$ cat src/rtl/matrix_mem_pkg.sv
// Shared types and helpers for the matrix stream memory: engine states,
// traversal order encodings and width helpers.
package matrix_mem_pkg;

  typedef enum logic [1:0] {
    IDLE  = 2'd0,
    RUN   = 2'd1,
    DRAIN = 2'd2
  } eng_state_t;

  localparam logic ORDER_ROW = 1'b0;
  localparam logic ORDER_COL = 1'b1;

  // Element address width, kept at least 1 bit for degenerate 1x1 shapes.
  function automatic int addr_w(input int m, input int n);
    return (m * n > 1) ? $clog2(m * n) : 1;
  endfunction

  function automatic int cnt_w(input int v);
    return (v > 1) ? $clog2(v) : 1;
  endfunction

endpackage

$ cat src/rtl/matrix_addr_gen.sv
// Row/column counters for the stream engine; walks r*N+c in row-major or
// column-major order and flags the final element (M-1, N-1).
module matrix_addr_gen
  import matrix_mem_pkg::*;
#(
  parameter  int M  = 8,
  parameter  int N  = 8,
  localparam int AW = addr_w(M, N)
) (
  input  logic          clk,
  input  logic          rst,
  input  logic          clear,
  input  logic          transpose,
  input  logic          advance,
  output logic [AW-1:0] addr,
  output logic          last
);

  localparam int RW = cnt_w(M);
  localparam int CW = cnt_w(N);

  logic [RW-1:0] r;
  logic [CW-1:0] c;
  logic          mode;
  logic          r_end;
  logic          c_end;

  assign r_end = (r == RW'(M - 1));
  assign c_end = (c == CW'(N - 1));

  always_ff @(posedge clk) begin
    if (rst) begin
      r    <= '0;
      c    <= '0;
      mode <= ORDER_ROW;
    end else if (clear) begin
      r    <= '0;
      c    <= '0;
      mode <= transpose;
    end else if (advance) begin
      if (mode == ORDER_ROW) begin
        c <= c_end ? '0 : c + 1'b1;
        if (c_end) r <= r_end ? '0 : r + 1'b1;
      end else begin
        r <= r_end ? '0 : r + 1'b1;
        if (r_end) c <= c_end ? '0 : c + 1'b1;
      end
    end
  end

  // Both traversal orders finish on the bottom-right element.
  assign addr = AW'(r) * AW'(N) + AW'(c);
  assign last = r_end & c_end;

endmodule

$ cat src/rtl/matrix_stream_ram.sv
// M x N matrix memory with a random-access port and a streaming read engine
// that emits the whole matrix row-major or transposed over valid/ready.
module matrix_stream_ram
  import matrix_mem_pkg::*;
#(
  parameter  int DW = 8,
  parameter  int M  = 8,
  parameter  int N  = 8,
  localparam int AW = addr_w(M, N)
) (
  input  logic          clk,
  input  logic          rst,
  input  logic          ramEN,
  input  logic          writeEN,
  input  logic          readEN,
  input  logic [AW-1:0] addr,
  input  logic [DW-1:0] data_in,
  output logic [DW-1:0] data_out,
  output logic          rdValid,
  output logic          addrErr,
  output logic          rdDropped,
  input  logic          startStream,
  input  logic          transpose,
  output logic          busy,
  output logic [DW-1:0] streamData,
  output logic          streamValid,
  input  logic          streamReady,
  output logic          streamLast
);

  localparam int DEPTH = M * N;

  logic [DW-1:0] mem [DEPTH];

  eng_state_t    state;
  eng_state_t    state_nxt;

  logic          in_range;
  logic          wr_en;
  logic          rd_req;
  logic          rd_ok;
  logic          access;
  logic [AW-1:0] port_addr;

  logic          gen_clear;
  logic          gen_last;
  logic [AW-1:0] gen_addr;

  logic [DW-1:0] skid_data [2];
  logic [1:0]    skid_last;
  logic          wptr;
  logic          rptr;
  logic [1:0]    occ;
  logic          pop;
  logic          issue;

  assign in_range = ({1'b0, addr} < (AW + 1)'(DEPTH));
  assign access   = ramEN & (writeEN | readEN);
  assign wr_en    = ramEN & writeEN & in_range;
  assign rd_req   = ramEN & readEN & ~writeEN;
  assign rd_ok    = rd_req & ~busy & in_range;

  assign busy        = (state != IDLE);
  assign streamValid = (occ != 2'd0);
  assign streamData  = skid_data[rptr];
  assign streamLast  = skid_last[rptr] & streamValid;
  assign pop         = streamValid & streamReady;

  // The RAM read lands directly in the skid entry, so an issued read is
  // already counted in occ on the following cycle; credit is occ after pop.
  assign issue = (state == RUN) && (({1'b0, occ} - {2'b0, pop}) < 3'd2);

  // Random reads are only granted while idle, so the single read port is
  // owned by the engine whenever it is busy.
  assign port_addr = busy ? gen_addr : addr;
  assign gen_clear = (state == IDLE) & startStream;

  matrix_addr_gen #(
    .M (M),
    .N (N)
  ) u_addr_gen (
    .clk       (clk),
    .rst       (rst),
    .clear     (gen_clear),
    .transpose (transpose),
    .advance   (issue),
    .addr      (gen_addr),
    .last      (gen_last)
  );

  always_comb begin
    state_nxt = state;
    unique case (state)
      IDLE:    if (startStream) state_nxt = RUN;
      RUN:     if (issue && gen_last) state_nxt = DRAIN;
      DRAIN:   if (pop && streamLast && occ == 2'd1) state_nxt = IDLE;
      default: state_nxt = IDLE;
    endcase
  end

  always_ff @(posedge clk) begin
    if (rst) state <= IDLE;
    else     state <= state_nxt;
  end

  // Storage is never reset; nonblocking update gives read-before-write.
  always_ff @(posedge clk) begin
    if (wr_en) mem[addr] <= data_in;
  end

  always_ff @(posedge clk) begin
    if (rst) begin
      data_out  <= '0;
      rdValid   <= 1'b0;
      addrErr   <= 1'b0;
      rdDropped <= 1'b0;
    end else begin
      if (rd_ok) data_out <= mem[port_addr];
      rdValid   <= rd_ok;
      addrErr   <= access & ~in_range;
      rdDropped <= rd_req & busy;
    end
  end

  always_ff @(posedge clk) begin
    if (rst) begin
      skid_data[0] <= '0;
      skid_data[1] <= '0;
      skid_last    <= '0;
      wptr         <= 1'b0;
      rptr         <= 1'b0;
      occ          <= 2'd0;
    end else begin
      if (issue) begin
        skid_data[wptr] <= mem[port_addr];
        skid_last[wptr] <= gen_last;
        wptr            <= ~wptr;
      end
      if (pop) rptr <= ~rptr;
      occ <= occ + {1'b0, issue} - {1'b0, pop};
    end
  end

endmodule

$ cat config.mk
export PLATFORM = sky130hd
export DESIGN_NAME = matrix_stream_ram
export DESIGN_NICKNAME = d
export VERILOG_FILES = /design/src/rtl/matrix_mem_pkg.sv /design/src/rtl/matrix_addr_gen.sv /design/src/rtl/matrix_stream_ram.sv
export SDC_FILE = /design/constraint.sdc
export NUM_CORES = 1
export LEC_CHECK = 0
export ABC_CLOCK_PERIOD_IN_PS = 3150
export CORE_ASPECT_RATIO = 1.25
export CORE_UTILIZATION = 25
export DETAILED_ROUTE_END_ITERATION = 10
export PLACE_DENSITY = 0.45
export SLEW_MARGIN = 5
export SYNTH_ARGS = -nofsm -noshare
export SYNTH_HDL_FRONTEND = slang
export SYNTH_SLANG_ARGS = --single-unit
export TNS_END_PERCENT = 1
$ cat constraint.sdc
create_clock -name clk -period 3.15 [get_ports clk]
set_input_delay 0.63 -clock clk [delete_from_list [all_inputs] [get_ports clk]]
set_output_delay 0.63 -clock clk [all_outputs]
set_load 0.05 [all_outputs]
# ---- Word-level counts from Yosys, hierarchy flattened
# Memory sizes are Yosys's and may differ from the RTL's. A register that Yosys moved wholly into a read port is not among the register bits.
# Index checks and enable logic that the tools add are counted.
dict set report word_totals {
  out_inout_bits 22
  wordCells 87
  ff_bits 25
  inputBits 22
  mem_bits_rw 528
  mem_count 2
}
dict set report op_classes {
  order_cmp 4
  add_sub_neg 6
  bitwise_logic 13
  muxes 28
  n_reduce_logical 14
  eq_ne 9
}
# name words word_bits read_ports rd_clocked_by_memory_dff wr line_no
set memory_table {}
lappend memory_table {mem 64 8 1 0 1 matrix_stream_ram.sv:33} ;# logic [DW-1:0] mem [DEPTH];
lappend memory_table {skid_data 2 8 1 1 2 matrix_stream_ram.sv:49} ;# logic [DW-1:0] skid_data [2];
# operator n
set ops {}
lappend ops {{$mux 3} 6}
lappend ops {{$mux 1} 14}
lappend ops {{$and 1x1->1} 9}
lappend ops {{$mux 8} 1}
lappend ops {{$reduce_or 8->1} 1}
lappend ops {{$add 3x1->3 const B} 2}
lappend ops {{$add 6x3->6} 1}
lappend ops {{$eq 3x3->1 const B} 2}
lappend ops {{$mux 2} 3}
lappend ops {{$mux 6} 1}
lappend ops {{$ne 2x2->1 const B} 3}
lappend ops {{$pmux 2 s3} 1}
lappend ops {{$reduce_bool 2->1} 3}
lappend ops {{$logic_and 1x1->1} 5}
lappend ops {{$eq 2x1->1 const B} 2}
lappend ops {{$lt 1x2->1 const B} 2}
lappend ops {{$not 1->1} 4}
lappend ops {{$reduce_and 2->1} 2}
lappend ops {{$lt 3x2->1 const B} 1}
lappend ops {{$reduce_and 3->1} 1}
lappend ops {{$sub 2x1->3} 1}
lappend ops {{$add 2x1->2} 1}
lappend ops {{$bwmux 2} 1}
lappend ops {{$eq 2x2->1 const B} 1}
lappend ops {{other kinds (6)} 6}

# ---- Longest topological paths before layout
dict set report depth {
  depth_word 10
  ltp_mapped 11
  depth_no_buf 10
}

# ---- Cells and area by module
# A second synthesis with hierarchy kept.
dict set report unflattened {
  cells_unflattened 1800
  hier_area_um2 22919.5
}
# mod area_per_inst_um2 seq_area_each_um2 instances cells_per_inst
set modules_own_cells {}
lappend modules_own_cells {matrix_stream_ram 22545.4 16235.6 1 1760}
lappend modules_own_cells {matrix_addr_gen 374.1 140.1 1 40}

# ---- Worst setup path before layout
# OpenSTA, ideal clock, no wires.
dict set report synth_timing {
  path_type {input to register}
  startpoint {input port addr[1]}
  endpoint {register data_out[4] (read register of mem)}
  path_stages 9
  n_path_buf 2
  setup_slack_ps 515
  t_arrival_ps 2556
  setup_time_ps 80
  required_ps 3070
  path_cell_list {clkbuf_1 nor4b_1 a31oi_2 clkbuf_1 a211oi_1 o41ai_1 o2111ai_1 mux2_2 a211oi_2}
}
dict set report synth_between {
  elab_chain_len 2
}
# item line_no
set synth_lines {}
lappend synth_lines {{start: declaration} matrix_stream_ram.sv:16} ;# input logic [AW-1:0] addr,
lappend synth_lines {{$mux 6} matrix_stream_ram.sv:75} ;# assign port_addr = busy ? gen_addr : addr;
lappend synth_lines {{$mem_v2 64x8} -}
lappend synth_lines {{end: declaration} matrix_stream_ram.sv:18} ;# output logic [DW-1:0] data_out,
# No other way between the ends.
# A chain may end at the register's enable or synchronous reset.

==> results <==
- The flow ran to the end, but the final reports show violations.
- The checks that failed: setup timing.
- Of the total synthesized cell area, the portion taken by XOR and XNOR cells is 0.00156.
- Timing would allow up to 0.314 GHz.
- The fill cell total of the finished layout is 8693.
- Of all nets on the critical path, the largest fanout is 26.
- The number of iterations in the first detailed-routing pass is 5.
- The pin slew with the least headroom to its limit is 0.776 ns.
- The top cell family by delay on the critical path is compound AO/OA/AOI/OAI gates.
- The global-route congestion overflow total is 0.
- The final setup violation count is 3.
- The post-detailed-route count of antenna-violating nets is 0.
- The sum of net half-perimeters after detailed placement is 44100 um.
- Of the post-synthesis cell area, the part taken by muxes is 0.0187.
- Excluding fillers, the count of instances in the completed layout stands at 2971.
- The number of CTS-inserted buffers is 55.
- Measured against its own limit, the worst slew margin works out to 0.482.
- Of the total power, registers draw 0.491.
- STA puts the critical path data required time at 3.62 ns.
- The design internal power is 0.0127 W.
- The width of the die is 270 um.
- The buffer levels on the longest clock path is 3.
- The number of rows created at floorplan is 122.
- Registers take 0.0164 mm^2.
- The average wire per cell in the routed design is 23.0 um.
- Input and output buffers added on the ports amount to 42.
- The floorplan die height is 338 um.
- The number of violations reported at the end of detailed-routing iteration 0 is 853.
- Setup repair after global routing could not meet its margin everywhere.
- In the final layout, the share of cells above drive strength 1 is 0.249.
- After layout, the design draws a total of 0.0167 W.
- The via count of the first global-routing pass is 14.7k.
- VDD sags by at most 463 uV.
- Routability-driven placement finished with a final weighted congestion of 0.822.
- The share of async-settable or async-resettable flops after synthesis is 0.
- The cell count after placement is 2854.
- During I/O placement, the number of pins put on the boundary was 44.
- The switching part of the total power is 0.241.
- The total of flip-flops plus latches after synthesis is 554.
- STA classifies the critical path endpoint as a flip-flop.
- Among all flip-flop cells after synthesis, the most frequent one is edfxtp_1.
- The clock arrives with 0.0186 ns of skew.
- The clock transition at the registers of the reported paths is 0.06 ns.
- The worst setup path is launched from a flip-flop.
- The commonest non-fill, non-tap cell in the layout is edfxtp_1.
- For this run, design rule violations remaining after detail routing come to 0.
- The final wirelength is 68300 um.
- The count of yosys warnings during synthesis is 0.
- The floorplan core area is 0.0888 mm^2.
- The wire length of the first global-routing pass is 99800 um.
- The tightest min-delay check is of the reg -> reg type.
- The fraction of the mapped netlist area in compound gates is 0.122.
- Data on the critical path arrives at its endpoint at 3.66 ns.
- Of the synthesized area, sequential elements account for 0.727.
- The number of hold buffers added after CTS was 0.
- The top cell types in the final layout, fill and taps aside, are 528 x edfxtp_1, 240 x and3_1, 239 x a211oi_1.
- The pin count of the biggest net entering global routing is 65.
- For this run, the share of the core covered by cells in the final layout is 0.322.
- The max-slew violation total from the final report is 0.
- The number of enable-type register cells in the synthesized netlist is 528.
- The dominant combinational cell family by area after synthesis is compound AO/OA/AOI/OAI gates.
- The mean cell area of the mapped netlist is 15.1 um^2.
- The clock reaches the later pin of the worst-skew pair after 0.62 ns.
- For this configuration, the core starts out at a cell density of 0.253.
- TritonCTS built the clock tree.
- The vias after detailed routing is 14.2k.
- Max-cap violations in this run came to 0.
- The signal on the critical path passes through buf_4 > or3b_4 > nand2_8 > buf_6 > buf_12 > a211oi_1 > o41ai_2 > o2111ai_2 > mux2_4 > nor2_1.
- The smallest clock period supported by the final layout is computed as 3.19 ns.
- Across all setup checks in the final design, the least slack found is -0.0366 ns.
- The number of hold violations in the final report was 0.
- The synthesis-to-finish area growth is 27.2%.
- In the finished design, the share of the clock period the worst path needs comes to 1.01.
- For this run, the total global-route usage over all layers was measured as 0.147.
- The analysis attributes to net switching a power of 0.00402 W.
- The worst hold slack is 0.475 ns.
- In this run the number of H-tree levels came out at 2.
- The power per cell area is 582 mW/mm^2.
- Of the total synthesized cell area, the portion taken by full adders, half adders and majority gates is 0.00333.
- The number of instances in the synthesized netlist is 1492.
- The critical setup path kind is reg -> reg.
- The clock network fraction of design power is 0.394.
- In the final layout, the multi-input gates occupy 0.00586 mm^2.
- The number of nets produced by synthesis is 1520.
- For this design the static power due to leakage is 9.79 nW.
- The final net count is 1776.
- The tree built by TritonCTS fans out to 554 sinks.
- On the worst path, the slowest cell contributes a delay of 0.62 ns.
- Dividing the detail-routed via count by the number of cells gives 4.79.
- The tree is rooted in a clkbuf_16.
- The critical path buffer and inverter count is 3.
- The number of antenna violations at the first check in global routing was 1.
- The full die area is 0.0913 mm^2.
- The mapped netlist covers 0.0225 mm^2.
- The portion of total power attributed to combinational logic is 0.115.
- OpenSTA, run right after detailed placement, puts the worst setup slack at -1.23 ns.
- The simple-gate area share of the yosys netlist is 0.0994.
- The critical path's slowest cell is o41ai_2.
- Synthesis instantiated 49 different standard cells from the library.
## worst paths after layout
kind | depth (start not counted) | slack [ns] | to | from
setup / recovery | 10 | -0.04 | skid_data[0][3]$_SDFFCE_PN0P_ | state[1]$_SDFFE_PP0P_
hold / removal | 2 | 0.47 | skid_last[1]$_SDFFE_PP0P_ | skid_last[1]$_SDFFE_PP0P_
setup reg to reg | 10 | -0.04 | skid_data[0][3]$_SDFFCE_PN0P_ | state[1]$_SDFFE_PP0P_
hold reg to reg | 2 | 0.47 | skid_last[1]$_SDFFE_PP0P_ | skid_last[1]$_SDFFE_PP0P_
## worst register-to-register path: stages (launching register included)
cell       delay [ns]
dfxtp_1          0.31
buf_4            0.14
or3b_4           0.47
nand2_8          0.17
buf_6            0.20
buf_12           0.19
a211oi_1         0.13
o41ai_2          0.62
o2111ai_2        0.32
mux2_4           0.38
nor2_1           0.10
## stage by stage
step	instance area (um^2)	TNS (ns)
floorplan	22500	0
global placement	26300	-22.86
detailed placement	26300	-21.85
CTS	28300	-0.327
global route	28600	-0.0999
finish	28600	-0.0759
## cell usage after synthesis (2+ instances only)
master       n  area, um^2
edfxtp_1   528       15900
and3_1     242        1510
a211oi_1   241        1810
nor2_1     113         424
clkbuf_1    72         270
o41ai_1     48         420
buf_2       38         190
dfxtp_1     26         521
mux2i_1     23         230
nand2_1     20        75.1
mux2_2      17         191
o2111ai_1   16         140
a2111oi_0   14         123
buf_4        9        67.6
inv_1        9        33.8
a211oi_2     8         100
ha_1         6        75.1
nand3_1      6        30.0
nor2b_1      6        37.5
a21oi_1      4        20.0
xnor2_1      4        35.0
nand2b_1     3        18.8
nor3_1       3        15.0
nor4_1       3        18.8
a31oi_4      2        42.5
buf_1        2        7.51
buf_6        2        22.5
nand3b_1     2        15.0
nor4b_1      2        17.5
o21ai_0      2        10.0
o22ai_1      2        12.5
or3_1        2        12.5
## area by class of cell
type	instances	share of cell area
Sequential cell	554	0.572
Multi-Input combinational cell	805	0.205
Timing Repair Buffer	322	0.109
Tap cell	1178	0.0514
Clock buffer	68	0.0505
Clock inverter	33	0.0116
Inverter	10	0.00131
Antenna cell	1	0.0000874
## layer usage
| metal | track usage | up-vias | wire length, um |
|---|---|---|---|
| met4 | 0.0520 | 2 | 1910 |
| met2 | 0.257 | 291 | 34500 |
| met3 | 0.0207 | 88 | 2400 |
| li1 | - | 6567 | - |
| met5 | 0 | - | 13 |
| met1 | 0.185 | 7282 | 29500 |
## repair_timing
action	CTS	global route
endpoints found under the setup margin	24	24
resized for setup	32	39
pin swaps	8	11
cloned	1	5
buffers inserted	1	8
## power groups by stage
stage          Sequential [W]  Combinational (W)  Clock [W]
2_1_floorplan         0.00834           0.000882          0
3_3_place_gp          0.00835            0.00180          0
3_5_place_dp          0.00835            0.00181          0
4_1_cts               0.00819            0.00186    0.00674
5_1_grt               0.00820            0.00204    0.00697
6_report              0.00819            0.00191    0.00657
## registers in the layout, summed over array words and instances (netlist names), named ones only
signal           cells
u_addr_gen.r         3
occ                  2
rptr                 1
skid_last            2
rdDropped            1
state                2
u_addr_gen.mode      1
wptr                 1
rdValid              1
skid_data           16
data_out             8
mem                512
u_addr_gen.c         3
## kinds of logic after synthesis
group,after synthesis
compound gates,345
buf+inv,134
flops,554
other cells,1
fa+ha+maj,6
mux,40
xor+xnor,4
simple gates,408
(Power assumes the default switching activity.)
